`src/rtl/clock_alarm_core_if.sv`:
```
// Control and display bundle for the alarm clock core.
// The master side drives the user controls; the slave side is the clock core.
interface clock_alarm_core_if;
  logic       tick_1hz;
  logic       time_set;
  logic       alarm_set;
  logic       minutes_up;
  logic       hours_up;
  logic       alarm_on;
  logic       alarm_reset;
  logic       debug;
  logic [5:0] seconds;
  logic [5:0] disp_minutes;
  logic [4:0] disp_hours;
  logic       alarm_ringing;
  logic       alarm_armed;

  modport master (
    output tick_1hz, time_set, alarm_set, minutes_up, hours_up, alarm_on, alarm_reset, debug,
    input  seconds, disp_minutes, disp_hours, alarm_ringing, alarm_armed
  );

  modport slave (
    input  tick_1hz, time_set, alarm_set, minutes_up, hours_up, alarm_on, alarm_reset, debug,
    output seconds, disp_minutes, disp_hours, alarm_ringing, alarm_armed
  );
endinterface

```
`src/rtl/clock_alarm_core.sv`:
```
// 24-hour time-of-day counter with settable alarm and a four-state alarm FSM.
module clock_alarm_core #(
  parameter int unsigned RING_SECONDS    = 60,
  parameter int unsigned ALARM_RST_HOURS = 7
) (
  input logic               clk,
  input logic               reset,
  clock_alarm_core_if.slave bus
);

  typedef enum logic [1:0] {StIdle, StArmed, StRinging, StDone} state_e;

  localparam logic [7:0] RingLimit = 8'(RING_SECONDS);
  localparam logic [4:0] AlarmRstHours = 5'(ALARM_RST_HOURS);

  logic [5:0] sec_q, sec_d;
  logic [5:0] min_q, min_d;
  logic [4:0] hr_q, hr_d;
  logic [5:0] al_min_q, al_min_d;
  logic [4:0] al_hr_q, al_hr_d;
  logic       min_key_q, hr_key_q;
  logic [7:0] ring_cnt_q;
  logic       ringing_q, armed_q;
  state_e     state_q;

  logic min_edge, hr_edge, alarm_mode, count_tick, match_d, match_now;

  assign min_edge   = bus.minutes_up & ~min_key_q;
  assign hr_edge    = bus.hours_up & ~hr_key_q;
  assign alarm_mode = bus.alarm_set & ~bus.time_set;
  assign count_tick = bus.tick_1hz & ~bus.time_set;

  // Next time-of-day and alarm setting from ticks and key edges.
  always_comb begin
    sec_d    = sec_q;
    min_d    = min_q;
    hr_d     = hr_q;
    al_min_d = al_min_q;
    al_hr_d  = al_hr_q;
    if (bus.time_set) begin
      // Setting minutes never carries into hours.
      sec_d = '0;
      if (min_edge) min_d = (min_q == 6'd59) ? 6'd0 : min_q + 6'd1;
      if (hr_edge)  hr_d  = (hr_q == 5'd23) ? 5'd0 : hr_q + 5'd1;
    end else begin
      if (bus.tick_1hz) begin
        if (bus.debug || sec_q == 6'd59) begin
          sec_d = '0;
          min_d = (min_q == 6'd59) ? 6'd0 : min_q + 6'd1;
          if (min_q == 6'd59) hr_d = (hr_q == 5'd23) ? 5'd0 : hr_q + 5'd1;
        end else begin
          sec_d = sec_q + 6'd1;
        end
      end
      if (bus.alarm_set) begin
        if (min_edge) al_min_d = (al_min_q == 6'd59) ? 6'd0 : al_min_q + 6'd1;
        if (hr_edge)  al_hr_d  = (al_hr_q == 5'd23) ? 5'd0 : al_hr_q + 5'd1;
      end
    end
  end

  // Only a counting tick landing exactly on hh:mm:00 of the alarm may start ringing.
  assign match_d   = count_tick && (hr_d == al_hr_q) && (min_d == al_min_q) && (sec_d == 6'd0);
  assign match_now = (hr_q == al_hr_q) && (min_q == al_min_q);

  // Time, alarm setting and key-history registers.
  always_ff @(posedge clk) begin
    if (!reset) begin
      sec_q     <= '0;
      min_q     <= '0;
      hr_q      <= '0;
      al_min_q  <= '0;
      al_hr_q   <= AlarmRstHours;
      min_key_q <= 1'b1;
      hr_key_q  <= 1'b1;
    end else begin
      sec_q     <= sec_d;
      min_q     <= min_d;
      hr_q      <= hr_d;
      al_min_q  <= al_min_d;
      al_hr_q   <= al_hr_d;
      min_key_q <= bus.minutes_up;
      hr_key_q  <= bus.hours_up;
    end
  end

  // Alarm FSM with registered ringing/armed outputs.
  always_ff @(posedge clk) begin
    if (!reset) begin
      state_q    <= StIdle;
      ring_cnt_q <= '0;
      ringing_q  <= 1'b0;
      armed_q    <= 1'b0;
    end else if (!bus.alarm_on) begin
      state_q   <= StIdle;
      ringing_q <= 1'b0;
      armed_q   <= 1'b0;
    end else begin
      unique case (state_q)
        StIdle: begin
          state_q <= StArmed;
          armed_q <= 1'b1;
        end
        StArmed: begin
          if (match_d) begin
            state_q    <= StRinging;
            ring_cnt_q <= '0;
            ringing_q  <= 1'b1;
          end
        end
        StRinging: begin
          if (bus.alarm_reset) begin
            state_q   <= StDone;
            ringing_q <= 1'b0;
            armed_q   <= 1'b0;
          end else if (bus.tick_1hz) begin
            ring_cnt_q <= ring_cnt_q + 8'd1;
            if (ring_cnt_q + 8'd1 == RingLimit) begin
              state_q   <= StDone;
              ringing_q <= 1'b0;
              armed_q   <= 1'b0;
            end
          end
        end
        StDone: begin
          // Stay done until the alarm minute has passed, so it cannot retrigger.
          if (!match_now) begin
            state_q <= StArmed;
            armed_q <= 1'b1;
          end
        end
        default: begin
          state_q <= StIdle;
        end
      endcase
    end
  end

  assign bus.seconds       = sec_q;
  assign bus.disp_minutes  = alarm_mode ? al_min_q : min_q;
  assign bus.disp_hours    = alarm_mode ? al_hr_q : hr_q;
  assign bus.alarm_ringing = ringing_q;
  assign bus.alarm_armed   = armed_q;

endmodule

```
`src/flat_wrapper.sv`:
```
// flat-port wrapper written by rule: the top's interface ports become plain ports
module clock_alarm_core_flat 
#(
  parameter int unsigned RING_SECONDS    = 60,
  parameter int unsigned ALARM_RST_HOURS = 7
)
  (clk, reset, bus_tick_1hz, bus_time_set, bus_alarm_set, bus_minutes_up, bus_hours_up, bus_alarm_on, bus_alarm_reset, bus_debug, bus_seconds, bus_disp_minutes, bus_disp_hours, bus_alarm_ringing, bus_alarm_armed);
  clock_alarm_core_if bus_i ();
  input logic clk;
  input logic reset;
  input wire logic [$bits(bus_i.tick_1hz)-1:0] bus_tick_1hz;
  input wire logic [$bits(bus_i.time_set)-1:0] bus_time_set;
  input wire logic [$bits(bus_i.alarm_set)-1:0] bus_alarm_set;
  input wire logic [$bits(bus_i.minutes_up)-1:0] bus_minutes_up;
  input wire logic [$bits(bus_i.hours_up)-1:0] bus_hours_up;
  input wire logic [$bits(bus_i.alarm_on)-1:0] bus_alarm_on;
  input wire logic [$bits(bus_i.alarm_reset)-1:0] bus_alarm_reset;
  input wire logic [$bits(bus_i.debug)-1:0] bus_debug;
  output wire logic [$bits(bus_i.seconds)-1:0] bus_seconds;
  output wire logic [$bits(bus_i.disp_minutes)-1:0] bus_disp_minutes;
  output wire logic [$bits(bus_i.disp_hours)-1:0] bus_disp_hours;
  output wire logic [$bits(bus_i.alarm_ringing)-1:0] bus_alarm_ringing;
  output wire logic [$bits(bus_i.alarm_armed)-1:0] bus_alarm_armed;
  assign bus_i.tick_1hz = bus_tick_1hz;
  assign bus_i.time_set = bus_time_set;
  assign bus_i.alarm_set = bus_alarm_set;
  assign bus_i.minutes_up = bus_minutes_up;
  assign bus_i.hours_up = bus_hours_up;
  assign bus_i.alarm_on = bus_alarm_on;
  assign bus_i.alarm_reset = bus_alarm_reset;
  assign bus_i.debug = bus_debug;
  assign bus_seconds = bus_i.seconds;
  assign bus_disp_minutes = bus_i.disp_minutes;
  assign bus_disp_hours = bus_i.disp_hours;
  assign bus_alarm_ringing = bus_i.alarm_ringing;
  assign bus_alarm_armed = bus_i.alarm_armed;
  clock_alarm_core #(.RING_SECONDS(RING_SECONDS), .ALARM_RST_HOURS(ALARM_RST_HOURS)) u_core (.clk(clk), .reset(reset), .bus(bus_i));
endmodule
```
`config.mk`:
```
export PLATFORM = sky130hd
export DESIGN_NAME = clock_alarm_core_flat
export DESIGN_NICKNAME = d
export VERILOG_FILES = /design/src/rtl/clock_alarm_core_if.sv /design/src/rtl/clock_alarm_core.sv /design/src/flat_wrapper.sv
export SDC_FILE = /design/constraint.sdc
export NUM_CORES = 1
export LEC_CHECK = 0
export CAP_MARGIN = 20
export CORE_AREA = 2 2 66 80
export DETAILED_ROUTE_END_ITERATION = 12
export DIE_AREA = 0 0 68 82
export DONT_BUFFER_PORTS = 1
export PLACE_DENSITY = 0.78
export SLEW_MARGIN = 25
export SYNTH_ARGS = -nofsm -noshare
export SYNTH_HDL_FRONTEND = slang
export SYNTH_SLANG_ARGS = --single-unit
export TNS_END_PERCENT = 10
```
`constraint.sdc`:
```
create_clock -name clk -period 3.2 [get_ports clk]
set_input_delay 0.64 -clock clk [delete_from_list [all_inputs] [get_ports clk]]
set_output_delay 0.64 -clock clk [all_outputs]
set_load 0.1 [all_outputs]
```
* Word level (Yosys, flattened, before mapping) *
Index checks and enable logic that the tools add are counted.

storage, ports and cells
  bits in registers = 42
  output and inout bits = 19

cells by class
  equality and inequality tests = 19
  multiplexer cells = 35
  bitwise gates (word level) = 7
  $add $sub $neg = 6
  reduce and logical (&&, ||, !) cells = 16

operators with widths
  kind                   count
  $mux W6                10
  $mux W5                8
  $mux W8                3
  $add A6 B1 Y6 const B  3
  $eq A6 B6 Y1 const B   3
  $pmux W8 S2            1
  $eq A6 B6 Y1           2
  $reduce_and A4 Y1      3
  $add A5 B1 Y5 const B  2
  $eq A5 B5 Y1           2
  $eq A5 B5 Y1 const B   2
  $mux W2                5
  $add A8 B1 Y8 const B  1
  $eq A8 B6 Y1 const B   1
  $pmux W2 S4            1
  $logic_not A6 Y1       1
  $ne A2 B2 Y1 const B   3
  $reduce_and A3 Y1      2
  $mux W1                5
  $reduce_and A5 Y1      1
  $and A1 B1 Y1          4
  $eq A2 B2 Y1 const B   2
  $logic_and A1 B1 Y1    4
  $ne A3 B2 Y1 const B   1
  other kinds (11)       13

* Logic depth before layout (Yosys ltp) *
  depth after elaboration = 12
  mapped depth = 11
  mapped depth without buffers = 10

* Worst setup path before layout *
No wires, ideal clock.

  kind = input -> output
  from = input bus_time_set
  to = output bus_disp_minutes[0]
  buffers on the path = 2
  setup slack = -0.733 ns
  stages = 4
  arrival time = 3.293 ns
  cell sequence = nand2b_1 -> clkbuf_1 -> clkbuf_1 -> o21ai_0

between the ends
  word-level cells in the longest chain between the ends = 3

RTL lines
  element        line                     source
  from (decl)    flat_wrapper.sv:12       input wire logic [$bits(bus_i.time_set)-1:0] bus_time_set;
  $not A1 Y1     clock_alarm_core.sv:30   assign alarm_mode = bus.alarm_set & ~bus.time_set;
  $and A1 B1 Y1  clock_alarm_core.sv:30
  $mux W6        clock_alarm_core.sv:140  assign bus.disp_minutes = alarm_mode ? al_min_q : min_q;
  to (decl)      flat_wrapper.sv:20       output wire logic [$bits(bus_i.disp_minutes)-1:0] bus_disp_minutes;

No other way between the ends.

* Final worst setup path *
  from = register u_core.min_q[1]
  to = register u_core.ring_cnt_q[2]

between the ends
  word-level cells in the longest chain between the ends = 11

RTL lines
  element                                                                line                     source
  from (decl)                                                            clock_alarm_core.sv:17   logic [5:0] min_q, min_d;
  from (signal assigned)                                                 clock_alarm_core.sv:78   min_q <= min_d;
  parallel branches: the longest is 7 deep, another holds $add A6 B1 Y6  --
  $logic_and A1 B1 Y1 * (2 in series)                                    clock_alarm_core.sv:63   assign match_d = count_tick && (hr_d == al_hr_q) && (min_d == al_min_q) && (sec_d == 6'd0);
  $ne A2 B1 Y1 (no line) *                                               --
  $reduce_and A5 Y1 (no line) *                                          --
  to (signal assigned)                                                   clock_alarm_core.sv:117  ring_cnt_q <= ring_cnt_q + 8'd1;
  to (decl)                                                              clock_alarm_core.sv:22   logic [7:0] ring_cnt_q;

Every way passes the cells marked *.
A chain may end at the register's enable or synchronous reset.

==> flow_summary.ini <==
[outcome]
outcome = complete, no violations

[timing]
max-slew-margin-rel_pct = 34.3
fin_skew_ns = 0.00622
drv_slew = 0
tightest_slew_ns = 0.984
hold_viol = 0
setup_violations = 0
fin_crit_sh_pct = 92.0
rsz0062_at_grt = false
timing.setup.tns_ns = 0
fin_crit_ns = 2.94
max_freq_mhz = 340
worst_hold_slack_ns = 0.410

[floorplanning]
fp.dieW_um = 68
rows = 28
start_util_pct = 61.6
io-pin-count = 29
core-area_um2 = 4830
die_h_um = 82
dieArea_um2 = 5580

[power]
finalPower_mw = 1.04
pwr_density_cell_nw_per_um2 = 321
p_leak_nw = 1.20
ir_drop_v = 0.000266

[route]
drc = 0
via_per_inst = 6.41
ant_nets = 0
vias = 2872
drt_first_pass_iters = 5
wl_per_cell_um = 16.9
finalWirelength_um = 7550
drt_iter0_drc = 204

[final_layout]
nNetsFinal = 407
final_util_pct = 67.2
insertedDiodeCount = 0
nFillCells = 432
drive_gt1_share_pct = 13.7
syn_to_final_growth_pct = 8.94

[synth]
syn_area_um2 = 2980
synth_top_area_cell = dfxtp_1
yosysWarnings = 0
synth_nets = 400
synth_cell_types = 56
synth.top_cells.by_count = dfxtp_1, nor2_1, nand2_1
synth_edf_count = 0
synth_ff_type = dfxtp_1
synth_top_cell_area_share_pct = 28.2
synth_seq_cells = 42
avgSynthCellArea_um2 = 7.84
synth_area_leaders = dfxtp_1, nor2_1, ha_1
async_flop_share_pct = 0
synth_cells = 380
synth-seq-area-share_pct = 28.2

[placement]
place_congestion = 0.984
hpwl_um = 5490
portBuffers = 0

[worst_setup_path]
crit_family = compound AO/OA/AOI/OAI gates
max_stage_delay_ns = 0.43
reg2reg_to = u_core.ring_cnt_q[2]
reg2reg_slack_ns = 0.26
cp-start-kind = register
cp.required_ns = 3.38
reg2reg_from = u_core.min_q[1]
reg2reg_depth = 11
worstPathArrival_ns = 3.12
critPathBufInv = 1
path_cells = ha_1 > nand4_1 > o31ai_1 > o21ai_0 > mux2i_1 > a2111o_1 > nor4_4 > a22oi_2 > buf_4 > o211ai_1 > o221ai_1
critPathCaptureType = register
crit_slowest_cell = dfxtp_1
crit_type = register to register
crit_fanout = 7

[hold_path]
hp-class = input pin to register
min_to = u_core.hr_key_q
whs_path_depth = 1
hold_start = reset

[clock_tree]
clk_pin_slew_ns = 0.08
cts_made_buffers = 5
cts_tree = done
clk_latency_ns = 0.30
htreeDepth = 2
cts-root-buf = clkbuf_8
cts_sinks = 42
clk_path_buf_depth = 2

[global_route]
use_met1_pct = 36.8
antenna_found_initial = 0
grt_max_degree = 25
grt_overflow = 0
use_met3_pct = 4.93
grt_pass1_wl_um = 12100
grt_usage_pct = 28.1
grt_use_met2_pct = 45.7
gr-max-usage-layer = met2
grt_pass1_vias = 2617

[flow_run]
drv_cap = 0
per-layer routing:
metal / vias to the layer above / wire length [um]
li1: 1410 / -
met5: - / 0
met1: 1344 / 3310
met2: 98 / 3650
met4: 0 / 185
met3: 20 / 407
kinds of logic (layout without fill, tap and decap cells):
| kind of cell | Yosys count | after routing | share of synthesized area [%] |
|---|---|---|---|
| and+or+nand+nor | 166 | 166 | 31.4 |
| AOI/OAI and AO/OA | 93 | 93 | 20.5 |
| DFF | 42 | 42 | 28.2 |
| buffers and inverters | 35 | 43 | 4.66 |
| xor gates and xnor gates | 18 | 18 | 5.29 |
| muxes | 16 | 16 | 5.75 |
| adders and majority gates | 10 | 10 | 4.20 |
repair_timing:
action	in CTS	in global routing
hold endpoints to repair	0	0
resized for setup	0	4
endpoints found under the setup margin	0	9
hold buffers	0	0
buffers inserted	0	0
layout by cell type, fill, tap and decap left out, drive strengths merged, types with 4 or more instances in the layout:
master	n
nand4	7
nand3b	5
nor4	5
nand2b	11
o211ai	9
a31oi	4
o22ai	6
dfxtp	42
buf	21
mux2i	7
xnor2	6
nand3	14
or4	5
o221ai	5
or3	4
inv	14
nand2	32
o21ai	24
nor2	42
nand4b	8
xor2	12
nor2b	5
nor3b	7
nor3	8
mux2	9
clkbuf	7
ha	10
and2	5
a21oi	20
a211oi	5
final cells by class:
cell class | instances | area [um^2] | area share (%)
Clock buffer | 7 | 86.3 | 2.66
Clock inverter | 1 | 5.00 | 0.154
Inverter | 14 | 52.6 | 1.62
Multi-Input combinational cell | 303 | 2030 | 62.5
Sequential cell | 42 | 841 | 25.9
Tap cell | 60 | 75.1 | 2.31
Timing Repair Buffer | 21 | 158 | 4.86
power by group:
group | internal [mW] | switching [mW] | total, mW | leakage, nW
logic | 0.0417 | 0.0917 | 0.133 | 0.809
clock network | 0.174 | 0.190 | 0.365 | 0.0482
registers | 0.529 | 0.0143 | 0.544 | 0.340
worst max-delay path by stage:
| stage | start | end | slack [ns] | depth (start not counted) |
|---|---|---|---|---|
| after floorplan | bus_time_set | bus_disp_minutes[0] | -0.73 | 4 |
| after global placement | bus_time_set | u_core.ring_cnt_q[0] | 0.20 | 10 |
| after detailed placement | bus_time_set | u_core.ring_cnt_q[4] | 0.14 | 9 |
| after CTS | u_core.bus.seconds[0] | u_core.ring_cnt_q[2] | 0.13 | 11 |
| after global routing | u_core.bus.seconds[0] | u_core.ring_cnt_q[0] | 0.02 | 11 |
| final | u_core.min_q[1] | u_core.ring_cnt_q[2] | 0.26 | 11 |
state kept, by name, indices dropped and copies added, names as in the netlist:
register	flops
u_core.al_hr_q	5
u_core.al_min_q	6
u_core.bus.alarm_armed	1
u_core.bus.alarm_ringing	1
u_core.bus.seconds	6
u_core.hr_key_q	1
u_core.hr_q	5
u_core.min_key_q	1
u_core.min_q	6
u_core.ring_cnt_q	8
u_core.state_q	2
stage by stage:
stage / instance area, um^2 / std cells / setup slack (ns)
after floorplan: 2980 / 380 / -0.733
after global placement: 3140 / 440 / 0.204
after detailed placement: 3140 / 440 / 0.140
after CTS: 3230 / 448 / 0.128
after global routing: 3250 / 448 / 0.0214
final: 3250 / 448 / 0.258
Note: power is estimated with default switching activity, not from simulation.
